`config.mk`:
```
export PLATFORM = sky130hd
export DESIGN_NAME = mem_dump_streamer
export DESIGN_NICKNAME = d
export VERILOG_FILES = /design/src/rtl/mem_dump_streamer.sv
export SDC_FILE = /design/constraint.sdc
export NUM_CORES = 1
export LEC_CHECK = 0
export ABC_AREA = 1
export BUFFER_PORTS_ARGS = -buffer_cell sky130_fd_sc_hd__buf_4
export CAP_MARGIN = 15
export CORE_ASPECT_RATIO = 1.1
export CORE_UTILIZATION = 50
export DETAILED_ROUTE_END_ITERATION = 16
export PLACE_DENSITY = 0.71
export SYNTH_ARGS = -nofsm -noshare
export SYNTH_HDL_FRONTEND = slang
export SYNTH_SLANG_ARGS = --single-unit
```
`constraint.sdc`:
```
create_clock -name clock -period 7.7 [get_ports clock]
set_input_delay 1.54 -clock clock [delete_from_list [all_inputs] [get_ports clock]]
set_output_delay 1.54 -clock clock [all_outputs]
set_load 0.005 [all_outputs]
```
`src/rtl/mem_dump_streamer.sv`:
```
// Reads word_count 32-bit words from data memory starting at base_addr and
// streams them out as little-endian bytes over a valid/ready interface.
module mem_dump_streamer #(
    parameter int unsigned COUNT_W = 16
) (
    input  logic               clock,
    input  logic               reset,
    input  logic               start,
    input  logic               abort,
    input  logic [31:0]        base_addr,
    input  logic [COUNT_W-1:0] word_count,
    output logic               busy,
    output logic               done,
    output logic [31:0]        io_dmem_address,
    output logic [31:0]        io_dmem_writedata,
    output logic               io_dmem_memread,
    output logic               io_dmem_memwrite,
    output logic [1:0]         io_dmem_maskmode,
    output logic               io_dmem_sext,
    input  logic [31:0]        io_dmem_readdata,
    output logic               out_valid,
    input  logic               out_ready,
    output logic [7:0]         out_data,
    output logic               out_last
);

    typedef enum logic [1:0] {
        S_IDLE,
        S_READ,
        S_SEND,
        S_DONE
    } state_t;

    state_t             r_state;
    state_t             w_next;

    logic [31:0]        r_base;
    logic [COUNT_W-1:0] r_count;
    logic [COUNT_W-1:0] r_idx;
    logic [1:0]         r_k;
    logic [31:0]        r_buf;
    logic [31:0]        r_addr;

    logic [31:0]        w_rd_addr;
    logic               w_last_word;
    logic [7:0]         w_byte;

    // Byte address of the current word; 32-bit add wraps naturally.
    assign w_rd_addr   = r_base + (32'(r_idx) << 2);
    assign w_last_word = (r_idx == (r_count - COUNT_W'(1)));
    assign w_byte      = r_buf[{r_k, 3'b000} +: 8];

    assign io_dmem_writedata = '0;
    assign io_dmem_memwrite  = 1'b0;
    assign io_dmem_maskmode  = 2'd2;
    assign io_dmem_sext      = 1'b0;

    always_ff @(posedge clock or negedge reset) begin
        if (!reset) begin
            r_state <= S_IDLE;
        end else begin
            r_state <= w_next;
        end
    end

    always_comb begin
        w_next = r_state;
        case (r_state)
            S_IDLE: begin
                if (start) begin
                    w_next = (word_count != '0) ? S_READ : S_DONE;
                end
            end
            S_READ: begin
                w_next = abort ? S_IDLE : S_SEND;
            end
            S_SEND: begin
                if (abort) begin
                    w_next = S_IDLE;
                end else if (out_ready && (r_k == 2'd3)) begin
                    w_next = w_last_word ? S_DONE : S_READ;
                end
            end
            S_DONE: begin
                w_next = S_IDLE;
            end
            default: begin
                w_next = S_IDLE;
            end
        endcase
    end

    // Outside READ the address bus replays the last issued read address.
    always_comb begin
        busy            = (r_state != S_IDLE);
        done            = (r_state == S_DONE);
        io_dmem_memread = (r_state == S_READ);
        io_dmem_address = (r_state == S_READ) ? w_rd_addr : r_addr;
        out_valid       = (r_state == S_SEND);
        out_data        = '0;
        out_last        = 1'b0;
        if (r_state == S_SEND) begin
            out_data = w_byte;
            out_last = (r_k == 2'd3) && w_last_word;
        end
    end

    always_ff @(posedge clock or negedge reset) begin
        if (!reset) begin
            r_base  <= '0;
            r_count <= '0;
            r_idx   <= '0;
            r_k     <= '0;
            r_buf   <= '0;
            r_addr  <= '0;
        end else begin
            case (r_state)
                S_IDLE: begin
                    if (start) begin
                        r_base  <= base_addr;
                        r_count <= word_count;
                        r_idx   <= '0;
                        r_k     <= '0;
                    end
                end
                S_READ: begin
                    r_buf  <= io_dmem_readdata;
                    r_addr <= w_rd_addr;
                end
                S_SEND: begin
                    if (abort) begin
                        r_k <= '0;
                    end else if (out_ready) begin
                        if (r_k == 2'd3) begin
                            r_k   <= '0;
                            r_idx <= r_idx + COUNT_W'(1);
                        end else begin
                            r_k <= r_k + 2'd1;
                        end
                    end
                end
                default: begin
                end
            endcase
        end
    end

endmodule

```
==> results.py <==
metrics = {
    "power_and_ir_drop": {
        "total_power_mw": 3.34,
        "ir_drop_mv": 0.204,
        "power.density_mw_per_mm2": 356,
        "leakage_nw": 4.84,
    },
    "route": {
        "routed_wl_um": 19200,
        "drc": 0,
        "wl_per_cell_um": 13.8,
        "drt_pass1_iterations": 5,
        "ant_nets": 0,
        "drt_iter0_drc": 483,
        "vias": 7150,
        "via_per_inst": 5.14,
    },
    "timing": {
        "fin_tns_setup_ns": 0,
        "fin_crit_sh_pct": 57.7,
        "finalClockSkew_ns": 0.00570,
        "setup_ws_ns": 3.25,
        "min_period_ns": 4.45,
        "hold_viol_final": 0,
        "relSlewSlack_pct": 51.6,
        "drv_slew": 0,
        "timing.fmax_mhz": 225,
        "max_slew.worst_pin.slew_ns": 0.726,
        "rsz0062_at_grt": "false",
        "setup_viol": 0,
    },
    "setup_path": {
        "r2r-end": "r_addr[30]$_DFF_PN0_",
        "reg2regPathDepth": 15,
        "endpoint_kind": "output pin",
        "worstPathArrival_ns": 2.91,
        "worstPathMaxFanout": 5,
        "r2r_slack_ns": 5.25,
        "required_ns": 6.16,
        "r2r-start": "r_idx[0]$_DFFE_PN0P_",
        "start_kind": "flip-flop",
        "critPathKind": "reg2out",
    },
    "place": {
        "dp_slack_ns": 3.68,
        "dp_hpwl_um": 14100,
        "numPortBuffers": 129,
        "numPlacedInstances": 1359,
        "place.gp.congestion": 0.947,
    },
    "die": {
        "core_mm2": 0.0151,
        "die_x_um": 121,
        "num_rows": 47,
        "ios": 166,
        "die_h_um": 133,
        "dieArea_mm2": 0.0161,
        "initial_utilization_pct": 51.5,
    },
    "synth": {
        "syn_area_mm2": 0.00778,
        "yosys.cell_types.count": 47,
        "synth_top_cell_by_area": "dfrtp_1",
        "async_flop_share_pct": 100,
        "synth_edf_count": 0,
        "synth_warnings": 0,
        "synth_area_leaders": "dfrtp_1 (42%), nand2_1 (19%), nor2_1 (4.3%)",
        "netlist.area_leader.share_pct": 42.4,
        "synth_ff_type": "dfrtp_1",
        "synth_seq_cells": 132,
        "syn_avg_cell_area_um2": 7.34,
        "syn_inst": 1061,
        "synth_seq_area_share_pct": 42.4,
    },
    "clock_tree": {
        "htree_num_levels": 4,
        "hold_buffers": 0,
        "clk-insertion-delay-late_ns": 0.42,
        "clk_path_buf_depth": 2,
        "cts_sinks": 132,
        "cts_resized": 0,
        "cts_made_buffers": 17,
        "cts-root-buf": "clkbuf_16",
        "postCtsSetupBuffers": 0,
        "cts.clk_slew.worst_paths_ns": 0.06,
        "cts_tree": "done",
    },
    "cells_and_area": {
        "drive_above_1_share_pct": 16.1,
        "area_growth_pct": 20.5,
        "fin_nets": 1287,
        "final_common_cell": "nand2_1",
        "final_cells": 1390,
        "antenna_cells": 0,
        "final_cell_mix": "nand2_1 (397), buf_4 (135), dfrtp_1 (132)",
        "fill_cells": 1449,
    },
    "global_route": {
        "grt_max_degree": 76,
        "grt_overflow": 0,
        "grt_pass1_vias": 6757,
        "grt_pass1_wl_um": 32100,
        "grt_usage_pct": 25.2,
        "antenna_found_initial": 0,
    },
    "outcome": {
        "status": "complete, no violations",
    },
    "hold_path": {
        "hold_depth": 2,
        "hp-start": "r_buf[9]$_DFFE_PN0P_",
        "min_to": "r_buf[9]$_DFFE_PN0P_",
        "min_path_type": "reg2reg",
    },
    "flow_run": {
        "drv_cap": 0,
    },
}
layout make-up:
class | instances | area (um^2) | share of cell area [%]
timing repair buffer | 135 | 1010 | 10.8
clock inverter | 14 | 164 | 1.75
inverter | 77 | 289 | 3.08
tap | 196 | 245 | 2.62
multi-input combinational | 819 | 3940 | 42.0
sequential | 132 | 3300 | 35.2
clock buffer | 17 | 425 | 4.54
worst max path at each step:
stage                         startpoint                  end  cells past startpoint
finish              r_idx[0]$_DFFE_PN0P_  io_dmem_address[30]                     15
detailed placement  r_idx[0]$_DFFE_PN0P_  io_dmem_address[30]                     15
global route        r_idx[0]$_DFFE_PN0P_  io_dmem_address[30]                     15
CTS                 r_idx[0]$_DFFE_PN0P_  io_dmem_address[30]                     15
floorplan           r_idx[0]$_DFFE_PN0P_  io_dmem_address[22]                     13
global placement    r_idx[0]$_DFFE_PN0P_  io_dmem_address[22]                     14
through the flow:
step	hold WS [ns]	instance area [um^2]	util (%)
6_report	0.467	9380	62.0
5_1_grt	0.476	9380	62.0
4_1_cts	0.467	9380	62.0
3_5_place_dp	0.453	8790	58.1
3_3_place_gp	0.448	8790	58.1
2_1_floorplan	0.437	7910	-
flip-flops by register name (all words and copies together) (netlist names):
signal,count
r_count,16
r_addr,32
r_idx,16
r_base,32
r_state,2
r_buf,32
r_k,2
logic make-up after synthesis:
| family | count (synthesis) | synth area share (%) |
|---|---|---|
| compound gates | 123 | 8.68 |
| xor+xnor | 32 | 3.78 |
| flops | 132 | 42.4 |
| other cells | 2 | 0.0965 |
| fa+ha+maj | 20 | 3.31 |
| buf+inv | 144 | 8.73 |
| simple gates | 608 | 33.0 |
layer usage:
metal	wire [um]	part of all wire [%]	track usage, %
met5	0	0	0
met4	323	1.7	8.50
met3	839	4.4	4.22
met2	9150	48	41.2
met1	8860	46	33.8
report_power, final:
part	switching, mW	internal (mW)	total, mW
registers	0.197	0.982	1.18
logic	0.818	0.533	1.35
clock network	0.308	0.504	0.812
cell usage after synthesis, types with 2 or more instances:
cell type    n
nand2_1    397
o21ai_0     66
nand3_2      2
conb_1       2
nor4_1      11
o21bai_2     2
buf_4       36
ha_1        19
nand3_1     49
nand4_1     20
dfrtp_1    132
or2_1        2
nor2_1      89
a31oi_1      5
inv_1       75
clkbuf_1    27
nand2_2      4
nor3_1      14
o21ai_1      4
buf_2        3
o31ai_1      5
a21oi_1     33
and2_1       3
or2_2        4
nand3b_1     3
xnor2_1     11
xor2_1      20
nor2_4       4
worst max-delay path: stages, from the launching register on:
cell and delay, ns:
dfrtp_1 0.40, ha_1 0.21, inv_1 0.09, fa_1 0.37
inv_1 0.13, nand3_1 0.08, nand2_1 0.10, a21boi_1 0.11
o21bai_2 0.18, nand2_1 0.07, nand2_1 0.16, nand2_1 0.12
o21ai_0 0.16, nand3_1 0.09, nand2_1 0.10, buf_4 0.11
Power figures use the tool's default switching activity.
